[config.mk]
export PLATFORM = sky130hd
export DESIGN_NAME = uart_tx_arbiter
export DESIGN_NICKNAME = d
export VERILOG_FILES = /design/src/rtl/uart_tx_arbiter.sv
export SDC_FILE = /design/constraint.sdc
export NUM_CORES = 1
export LEC_CHECK = 0
export ABC_AREA = 0
export ABC_CLOCK_PERIOD_IN_PS = 4000
export CAP_MARGIN = 20
export CORE_ASPECT_RATIO = 0.7
export CORE_MARGIN = 2
export CORE_UTILIZATION = 25
export CTS_BUF_LIST = sky130_fd_sc_hd__clkbuf_8 sky130_fd_sc_hd__clkbuf_16
export DETAILED_ROUTE_END_ITERATION = 12
export MAX_ROUTING_LAYER = met4
export SYNTH_ARGS = -nofsm -noshare
export SYNTH_HDL_FRONTEND = slang
export SYNTH_SLANG_ARGS = --single-unit
export TNS_END_PERCENT = 50
[constraint.sdc]
create_clock -name clk -period 4 [get_ports clk]
set_clock_uncertainty 0.2 [all_clocks]
set_input_delay 1 -clock clk [delete_from_list [all_inputs] [get_ports clk]]
set_output_delay 1 -clock clk [all_outputs]
set_load 0.03 [all_outputs]
[src/rtl/uart_tx_arbiter.sv]
// uart_tx_arbiter: round-robin arbiter sharing one uart_tx serializer
// between N_REQ byte producers. Drives the serializer's i_data/i_dv from
// registered outputs and uses its o_busy as the handshake.
// Optional watchdog on the ISSUE state: define UART_TX_ARB_WATCHDOG_EN.
module uart_tx_arbiter #(
    parameter int N_REQ   = 4,
    parameter int WIDTH   = 8,
    parameter int TIMEOUT = 256
) (
    input  logic                   clk,
    input  logic                   i_reset,
    input  logic [N_REQ-1:0]       i_req,
    input  logic [N_REQ*WIDTH-1:0] i_data,
    output logic [N_REQ-1:0]       o_ack,
    output logic [N_REQ-1:0]       o_grant,
    output logic [WIDTH-1:0]       o_tx_data,
    output logic                   o_tx_dv,
    input  logic                   i_tx_busy,
    output logic                   o_busy,
    output logic                   o_err
);

    localparam int PTR_W = $clog2(N_REQ);

    typedef enum logic [1:0] {
        IDLE  = 2'd0,
        ISSUE = 2'd1,
        SEND  = 2'd2
    } state_t;

    if (N_REQ < 2) begin : g_bad_nreq
        $error("uart_tx_arbiter: N_REQ must be at least 2");
    end
    if (TIMEOUT < 1) begin : g_bad_timeout
        $error("uart_tx_arbiter: TIMEOUT must be at least 1");
    end

    state_t               state;
    logic [PTR_W-1:0]     ptr;

    logic [2*N_REQ-1:0]   req_dbl;
    logic [N_REQ-1:0]     req_rot;
    int                   offset;
    int                   win_sum;
    logic                 any_req;
    logic [PTR_W-1:0]     win_idx;
    logic [PTR_W-1:0]     next_ptr;
    logic [N_REQ-1:0]     win_oh;
    logic [WIDTH-1:0]     win_data;
    logic                 arb_en;

`ifdef UART_TX_ARB_WATCHDOG_EN
    localparam int CNT_W = $clog2(TIMEOUT + 1);
    logic [CNT_W-1:0]     wd_cnt;
`endif

    // Rotate the request vector so ptr sits at bit 0, then take the lowest set bit as the winner.
    always_comb begin
        req_dbl  = {i_req, i_req} >> ptr;
        req_rot  = req_dbl[N_REQ-1:0];
        offset   = 0;
        win_sum  = 0;
        any_req  = 1'b0;
        win_idx  = '0;
        next_ptr = '0;
        win_oh   = '0;
        win_data = '0;
        for (int j = N_REQ - 1; j >= 0; j--) begin
            if (req_rot[j]) begin
                any_req = 1'b1;
                offset  = j;
            end
        end
        win_sum = int'(ptr) + offset;
        if (win_sum >= N_REQ) begin
            win_sum = win_sum - N_REQ;
        end
        win_idx  = PTR_W'(win_sum);
        next_ptr = (win_idx == PTR_W'(N_REQ - 1)) ? '0 : win_idx + PTR_W'(1);
        for (int k = 0; k < N_REQ; k++) begin
            if (any_req && (win_idx == PTR_W'(k))) begin
                win_oh[k] = 1'b1;
                win_data  = i_data[k*WIDTH +: WIDTH];
            end
        end
        arb_en = (state == IDLE) || ((state == SEND) && !i_tx_busy);
    end

    // Arbiter FSM: grant and issue a byte, wait for the serializer to take it, then wait for its stop bit.
    always_ff @(posedge clk) begin
        if (i_reset) begin
            state     <= IDLE;
            ptr       <= '0;
            o_ack     <= '0;
            o_grant   <= '0;
            o_tx_data <= '0;
            o_tx_dv   <= 1'b0;
            o_busy    <= 1'b0;
`ifdef UART_TX_ARB_WATCHDOG_EN
            o_err     <= 1'b0;
            wd_cnt    <= '0;
`endif
        end else begin
            o_ack <= '0;
`ifdef UART_TX_ARB_WATCHDOG_EN
            o_err <= 1'b0;
`endif
            if (arb_en) begin
                if (any_req) begin
                    state     <= ISSUE;
                    o_grant   <= win_oh;
                    o_tx_data <= win_data;
                    o_tx_dv   <= 1'b1;
                    o_busy    <= 1'b1;
                    ptr       <= next_ptr;
`ifdef UART_TX_ARB_WATCHDOG_EN
                    wd_cnt    <= '0;
`endif
                end else begin
                    state   <= IDLE;
                    o_grant <= '0;
                    o_tx_dv <= 1'b0;
                    o_busy  <= 1'b0;
                end
            end else if (state == ISSUE) begin
                if (i_tx_busy) begin
                    state   <= SEND;
                    o_ack   <= o_grant;
                    o_tx_dv <= 1'b0;
                end
`ifdef UART_TX_ARB_WATCHDOG_EN
                else if (wd_cnt == CNT_W'(TIMEOUT)) begin
                    state   <= IDLE;
                    o_ack   <= o_grant;
                    o_err   <= 1'b1;
                    o_tx_dv <= 1'b0;
                    o_grant <= '0;
                    o_busy  <= 1'b0;
                end else begin
                    wd_cnt <= wd_cnt + CNT_W'(1);
                end
`endif
            end
        end
    end

`ifndef UART_TX_ARB_WATCHDOG_EN
    assign o_err = 1'b0;
`endif

endmodule

Word level (Yosys, flattened, before mapping)
Index checks and enable logic that the tools add are counted.
{"block": "word_totals", "word_cells": 60, "input_bits": 39, "output_inout_bits": 19, "ff_bits": 22}
{"block": "classes", "bitwise": 2, "n_shift": 1, "n_reduce_logical": 14, "magnitude_cmp": 1, "muxes": 27, "eq_ne": 5, "n_addsub": 3}
{"op": "32-bit 2-to-1 mux", "count": 3}
{"op": "3-bit by 32-bit adder with 32-bit output", "count": 1}
{"op": "32-bit by 4-bit greater-or-equal comparator with 1-bit output, second input constant", "count": 1}
{"op": "8-bit 2-to-1 mux", "count": 4}
{"op": "1-bit 2-to-1 mux", "count": 13}
{"op": "2-bit 2-to-1 mux", "count": 6}
{"op": "8-bit by 2-bit >> shifter with 4-bit output", "count": 1}
{"op": "2-bit == test, second input constant", "count": 3}
{"op": "1-bit logical AND", "count": 5}
{"op": "2-bit by 1-bit == test with 1-bit output, second input constant", "count": 2}
{"op": "2-bit logical NOT", "count": 2}
{"op": "4-bit 2-to-1 mux", "count": 1}
{"op": "2-bit AND reduction", "count": 2}
{"op": "2-bit nonzero test", "count": 2}
{"op": "4-bit OR reduction", "count": 1}
{"op": "2-bit by 1-bit adder with 2-bit output, second input constant", "count": 1}
{"op": "1-bit inverter", "count": 2}
{"op": "2-bit by 1-bit subtractor with 2-bit output, second input constant", "count": 1}
{"op": "1-bit logical NOT", "count": 1}
{"op": "1-bit logical OR", "count": 1}

Depth between registers and ports, before layout
Gate-level depths: netlist (run 1).
{"block": "depth", "ltp_word": 14, "ltp_mapped": 13, "ltp_nobuf": 11}

Worst setup path before layout (run 1)
OpenSTA, ideal clock, no wires.
{"block": "synth_path", "path_kind": "input port to flip-flop", "from": "input port i_req[0]", "to": "register o_tx_data[7]", "path_buffers": 3, "required_ns": 3.727, "slack_ns": 0.555, "setup_ns": 0.073, "t_arrival_ns": 3.171, "stages": 12, "path_cell_list": "buf_6 or4_1 o211ai_1 ha_1 xnor2_1 ha_1 buf_2 clkbuf_1 a21oi_1 a221oi_1 a211oi_1 nor3_2"}
{"block": "synth_between", "elab_chain_cells": 14, "word_cells_on_any_way": 26, "classes_between": "add/sub (2); order compare (1); eq/ne (3); shift (1); mux (13); reduce/logical (6)"}
{"element": "start, declared", "line": "12", "rtl": "input logic [N_REQ-1:0] i_req,"}
{"element": "8-bit by 2-bit >> shifter with 4-bit output (*)", "line": "59", "rtl": "req_dbl = {i_req, i_req} >> ptr;"}
{"element": "2-bit 2-to-1 mux", "line": "69", "rtl": "if (req_rot[j]) begin"}
{"element": "32-bit 2-to-1 mux (3 in series)", "line": "69"}
{"element": "3-bit by 32-bit adder with 32-bit output", "line": "74", "rtl": "win_sum = int'(ptr) + offset;"}
{"element": "32-bit by 4-bit greater-or-equal comparator with 1-bit output / 2-bit by 1-bit subtractor with 2-bit output (equally long branches)", "line": "75, 76"}
{"element": "2-bit 2-to-1 mux", "line": "75", "rtl": "if (win_sum >= N_REQ) begin"}
{"element": "2-bit logical NOT", "line": "81", "rtl": "if (any_req && (win_idx == PTR_W'(k))) begin"}
{"element": "1-bit logical AND", "line": "81"}
{"element": "8-bit 2-to-1 mux (4 in series)", "line": "81"}
{"element": "end signal, assigned", "line": "112", "rtl": "o_tx_data <= win_data;"}
{"element": "end, declared", "line": "16", "rtl": "output logic [WIDTH-1:0] o_tx_data,"}
Mark *: on every way between the ends. The rest lies on a longest branch, timed or not.
A chain may end at the register's enable or synchronous reset.

Worst setup path in the final report (run 1)
{"block": "layout_path", "from": "input port i_req[2]", "to": "register o_tx_data[0]"}
Same word-level chain as after synthesis.

==> flow_summary.toml, run 1 <==
[power_and_ir_drop]
cell_internal_pwr_mw = 0.7990
static-leakage-power_nw = 0.7390
sw_frac_of_total_pct = 43.19
power_density_normalized_to_cell_area_nw_per_um2 = 719.7
comb_power_share_pct = 67.7
share_clk_of_total_power_pct = 10.0
switching_power_mw = 0.6076
p_total_mw = 1.407
pwr-share-seq_pct = 22.3
irDropWorstVdd_mv = 0.3052

[setup_path]
crit_required_ns = 3.99
worstPathMaxFanout = 9
worst_ep_arrival_time_ns = 3.67
worst_setup_path_start_kind = "primary input"
timing.setup.critical_path_class = "in -> reg"
critical_path.endpoint_type = "register"

[synth]
cell_count_after_synthesis = 150
synth_top_area_cell = "sky130_fd_sc_hd__dfxtp_1"
yosys.area.top_type_share_pct = 33.43
synthFlopType = "sky130_fd_sc_hd__dfxtp_1"
number_of_library_cell_types_mapped_by_synthesis = 35
syn-num-nets = 194
seq_area_frac_synth_pct = 33.43
postSynth.asyncResetShare_pct = 0
yosys_warnings = 0
synth.cell_area_um2 = 1257
count_of_flip_flops_with_a_built_in_enable_after_synthesis = 0
ys_ff_latch = 21
synth_area_leaders = "sky130_fd_sc_hd__dfxtp_1 (33%), sky130_fd_sc_hd__a221oi_1 (6.3%), sky130_fd_sc_hd__a21oi_1 (5.6%)"
avgSynthCellArea_um2 = 8.383

[route]
postRouteAntennaNets = 0
dr_total_vias = 1239
drt_first_iter_violations = 62
average_vias_per_placed_instance = 4.555
wire_per_inst_um = 12.63
drt_pass1_iterations = 4
drc_viols = 0
routed_wl_mm = 3.434

[cts]
cts_post_setup_buffers_inserted = 0
cts-resized-gates = 0
worst_skew_pair.late_latency_ns = 0.26
ctsHoldBuffers = 0
cts_tree = "built"
cts.clk_slew.worst_paths_ns = 0.08
cts_sinks = 21
cts-buffers-inserted = 3
clockBufferDepth = 2
clk_root_buffer_cell = "sky130_fd_sc_hd__clkbuf_8"
cts_max_level = 1

[place]
numPortBuffers = 56
dp.cells = 268
dp.final_hpwl_mm = 2.496
gp_congestion = 0.7521
setup_slack_placement_ns = 0.07385

[floorplanning]
floorplan.io_pins = 58
chipWidth_um = 88.77
effective_utilization_at_floorplan_pct = 26.15
core_area_um2 = 4808
vertical_extent_of_the_die_um = 63.34
fp.dieArea_um2 = 5622
floorplan.rows = 21

[sta]
final_cycle_utilization_of_the_critical_path_pct = 91.96
report.final.slew_viol_count = 0
max_clock_freq_ghz = 0.2719
fin_setup_tns_ns = 0
worst_setup_margin_ns = 0.3218
final-hold-violation-count = 0
min_period_ns = 3.678
rsz0062_at_grt = "false"
number_of_endpoints_failing_setup_at_the_final_stage = 0

[job]
maxCapViolations = 0

[layout]
area.growth.synth_to_final_pct = 55.42
layout-drive-gt1-share_pct = 10.34
leading_cell_type_in_the_layout_fill_and_taps_excluded = "sky130_fd_sc_hd__clkdlybuf4s50_1"
antenna-diode-count = 0
layout_common_cells = "sky130_fd_sc_hd__clkdlybuf4s50_1 (56), sky130_fd_sc_hd__dfxtp_1 (21), sky130_fd_sc_hd__nor2_1 (17)"
design.final.nets = 248
finalNonFillerCells = 272

[global_route]
grt_first_pass_wirelength_mm = 5.630
antenna_found_initial = 0
number_of_global_route_vias_before_repair = 1174
global_route.usage.total_pct = 12.90
grt_overflow = 0
maximum_number_of_pins_on_one_net_before_global_route_repair = 19

[status]
run_status = "finished, final reports clean"

[worst_hold_path]
worst_hold_path_type = "reg -> reg"
-- power by group through the flow --
stage	combinational (mW)	clock, mW	sequential, mW
3_3_place_gp	0.947	0	0.319
5_1_grt	1.04	0.151	0.325
6_report	0.953	0.140	0.313
4_1_cts	0.957	0.144	0.314
3_5_place_dp	0.955	0	0.318
2_1_floorplan	0.545	0	0.395
-- critical path, stage by stage --
cell and delay [ns]:
sky130_fd_sc_hd__clkdlybuf4s50_1 0.54, sky130_fd_sc_hd__or4_1 0.51, sky130_fd_sc_hd__o211ai_1 0.10, sky130_fd_sc_hd__ha_1 0.23
sky130_fd_sc_hd__xor2_1 0.22, sky130_fd_sc_hd__ha_1 0.43, sky130_fd_sc_hd__nand3b_1 0.12, sky130_fd_sc_hd__a221oi_1 0.28
sky130_fd_sc_hd__a211oi_1 0.08, sky130_fd_sc_hd__nor3_1 0.16
-- Yosys cell counts, types with 2 or more instances --
library cell               instances
sky130_fd_sc_hd__a211oi_1          8
sky130_fd_sc_hd__a21oi_1          14
sky130_fd_sc_hd__a221oi_1          9
sky130_fd_sc_hd__a22oi_1           3
sky130_fd_sc_hd__and2_1            4
sky130_fd_sc_hd__buf_2             3
sky130_fd_sc_hd__buf_6             3
sky130_fd_sc_hd__clkbuf_1          6
sky130_fd_sc_hd__dfxtp_1          21
sky130_fd_sc_hd__ha_1              5
sky130_fd_sc_hd__inv_1            11
sky130_fd_sc_hd__nand2_1           6
sky130_fd_sc_hd__nand3b_1          8
sky130_fd_sc_hd__nor2_1           17
sky130_fd_sc_hd__nor3_1            5
sky130_fd_sc_hd__nor3_2            7
sky130_fd_sc_hd__o211ai_1          2
-- sequential cells by signal (all words and copies together) (netlist names) --
name       flops
o_tx_data      8
o_ack          4
o_grant        4
ptr            2
state          2
o_busy         1
-- stage by stage --
step	hold slack [ns]	instance area, um^2	utilization [%]
6_report	0.2580	1954	40.65
5_1_grt	0.3155	1954	40.65
4_1_cts	0.2635	1954	40.65
3_5_place_dp	0.2525	1908	39.68
3_3_place_gp	0.2470	1908	39.68
2_1_floorplan	0.2942	1257	-
-- metal layers --
metal	vias to the layer above	GRT usage, %	wire length [um]	part of all wire (%)
li1	646	-	-	-
met2	39	18.84	1395	41
met1	552	18.63	1827	53
met3	2	3.277	198	5.8
met5	-	-	0	0
met4	0	1.136	13	0.38
-- area by class of cell --
cell class | instances | area (um^2)
clock buffers | 3 | 41.29
multi-input cells | 105 | 716.9
repair buffers | 62 | 643.1
clock inverters | 1 | 5.005
well taps | 69 | 86.33
flip-flops and latches | 21 | 420.4
inverters | 11 | 41.29
fillers | 490 | 2854
-- kinds of logic (layout without fill, tap and decap cells) --
kind of cell	Yosys count	after routing	synth area share [%]
simple gates	53	53	25.47
compound gates	44	44	24.88
xor+xnor	2	2	1.393
buf+inv	24	77	9.552
other cells	1	1	0.2982
fa+ha+maj	5	5	4.975
flops	21	21	33.43
-- final timing paths --
path	start	endpoint	slack [ns]	depth (start not counted)
worst max-delay path	i_req[2]	o_tx_data[0]	0.32	10
worst min-delay path	o_busy	o_busy	0.26	2
worst max register to register	ptr[0]	o_tx_data[0]	1.17	9
worst min register to register	o_busy	o_busy	0.26	2
(Power assumes the default switching activity.)
==> run 2: changes to the inputs <==
- ABC_CLOCK_PERIOD_IN_PS: 4000 -> 4010
- REMOVE_ABC_BUFFERS: default -> 1
- SLEW_MARGIN: default -> 20
- clock period: 4 -> 4.01 ns (I/O delays scaled with it)
==> flow_summary.toml, run 2 (synthesis results as in run 1) <==
[sta]
number_of_endpoints_failing_setup_at_the_final_stage = 0
rsz0062_at_grt = "false"
max_clock_freq_ghz = 0.2756
min_period_ns = 3.628
timing.hold.ws_ns = 0.2667
worst_setup_margin_ns = 0.3818
final_cycle_utilization_of_the_critical_path_pct = 90.48
report.final.slew_viol_count = 0
worstMarginPinSlew_ns = 0.5627
relSlewSlack_pct = 62.37
fin_setup_tns_ns = 0
final-hold-violation-count = 0

[route]
drt_pass1_iterations = 4
postRouteAntennaNets = 0
drt_first_iter_violations = 40
average_vias_per_placed_instance = 4.558
dr_total_vias = 1249
drc_viols = 0
routed_wl_mm = 3.341
wire_per_inst_um = 12.19

[cts]
clockBufferDepth = 2
cts_max_level = 1
cts_sinks = 21
cts_post_setup_buffers_inserted = 0
worst_skew_pair.late_latency_ns = 0.26
cts-resized-gates = 0
cts-buffers-inserted = 3
clk_root_buffer_cell = "sky130_fd_sc_hd__clkbuf_8"
cts_tree = "built"
ctsHoldBuffers = 0
cts.clk_slew.worst_paths_ns = 0.08

[setup_path]
reg2regPathDepth = 11
worst_ep_arrival_time_ns = 3.61
path_cells = "clkdlybuf4s50_1 > nor2_1 > or4_1 > o211ai_1 > ha_1 > xor2_1 > ha_1 > buf_12 > a21oi_1 > a221oi_1 > a211oi_1 > nor3_1"
max_stage_delay_ns = 0.60
top_family_by_delay_on_critical_path = "buffers and inverters"
critical_path.endpoint_type = "register"
crit_required_ns = 3.99
worstReg2RegEnd = "o_tx_data[0]"
timing.critical_path.slowest_stage_cell = "sky130_fd_sc_hd__clkdlybuf4s50_1"
worst_setup_path_start_kind = "primary input"
reg2reg_slack_ns = 1.23
crit_top_cell = "sky130_fd_sc_hd__ha_1"
crit_buf_inv = 2
timing.rr.start = "ptr[0]"
timing.setup.critical_path_class = "in -> reg"
worstPathMaxFanout = 17

[layout]
fin_area_um2 = 1944
final_standard_cell_utilization_of_the_core_pct = 40.44
largest-register = "o_tx_data"
area.growth.synth_to_final_pct = 54.63
leading_cell_type_in_the_layout_fill_and_taps_excluded = "sky130_fd_sc_hd__clkdlybuf4s50_1"
layout_common_cells = "sky130_fd_sc_hd__clkdlybuf4s50_1 (56), sky130_fd_sc_hd__dfxtp_1 (21), sky130_fd_sc_hd__nor2_1 (17)"
finalNonFillerCells = 274
layout-drive-gt1-share_pct = 11.22
largest_register_ff_count = 8
design.final.nets = 250
antenna-diode-count = 0
biggestRegsByFlops = "o_tx_data: 8 flops, o_ack: 4 flops, o_grant: 4 flops"

[global_route]
global_route.usage.total_pct = 12.99
number_of_global_route_vias_before_repair = 1207
antenna_found_initial = 0
grt_overflow = 0
maximum_number_of_pins_on_one_net_before_global_route_repair = 18
grt_first_pass_wirelength_mm = 5.720

[place]
gp_congestion = 0.7818
setup_slack_placement_ns = 0.1163
placed_area_um2 = 1898
dp.cells = 270
dp.final_hpwl_mm = 2.626
numPortBuffers = 56

[floorplanning]
fp.dieArea_um2 = 5622
chipWidth_um = 88.77
core_area_um2 = 4808
vertical_extent_of_the_die_um = 63.34
floorplan.io_pins = 58
floorplan.rows = 21
effective_utilization_at_floorplan_pct = 26.15

[power_and_ir_drop]
irDropWorstVdd_mv = 0.2957
p_total_mw = 1.406
static-leakage-power_nw = 0.7438
power_density_normalized_to_cell_area_nw_per_um2 = 723.0

[worst_hold_path]
worst_hold_path_type = "reg -> reg"
hold-path-endpoint = "o_busy"
timing.hold.worst.start = "o_busy"
timing.hold.worst_path_depth = 2

[status]
run_status = "finished, final reports clean"

[job]
maxCapViolations = 0
-- run 2: changes by cell type in the layout (fill, tap and decap cells not counted), sizes merged --
cell	before	now
buf	6	8
-- run 2: worst max-delay path by stage --
| stage | start | end | slack [ns] | cells after the start |
|---|---|---|---|---|
| finish | i_req[3] | o_tx_data[0] | 0.38 | 12 |
| global route | i_req[3] | o_tx_data[0] | 0.17 | 13 |
| CTS | i_req[3] | o_tx_data[0] | 0.37 | 12 |
| detailed placement | i_req[3] | o_tx_data[7] | 0.12 | 12 |
| global placement | i_req[0] | o_tx_data[0] | 0.16 | 12 |
| floorplan | i_req[0] | o_tx_data[1] | 0.78 | 9 |
-- run 2: report_power, final --
part           switching, mW  internal, mW  total (mW)
Sequential            0.0454         0.266       0.311
Combinational          0.494         0.461       0.954
Clock                 0.0707        0.0692       0.140
-- run 2: cell type report --
| type | count | area (um^2) |
|---|---|---|
| repair buffers | 64 | 633.1 |
| inverters | 11 | 41.29 |
| clock buffers | 3 | 41.29 |
| multi-input cells | 105 | 716.9 |
| clock inverters | 1 | 5.005 |
| flip-flops and latches | 21 | 420.4 |
| fillers | 480 | 2864 |
| well taps | 69 | 86.33 |
-- run 2: routing by layer --
layer	part of all wire [%]	vias up	track usage, %
met5	0	-	-
met4	0.66	0	1.705
met3	6.3	2	3.932
met2	43	34	18.38
met1	50	566	18.66
li1	-	647	-
-- run 2: tightest hold or removal path, delay by kind of cell (launching register included) --
family | cells | cell delay, ns
DFF | 1 | 0.32
and+or+nand+nor | 1 | 0.05
AOI/OAI and AO/OA | 1 | 0.05
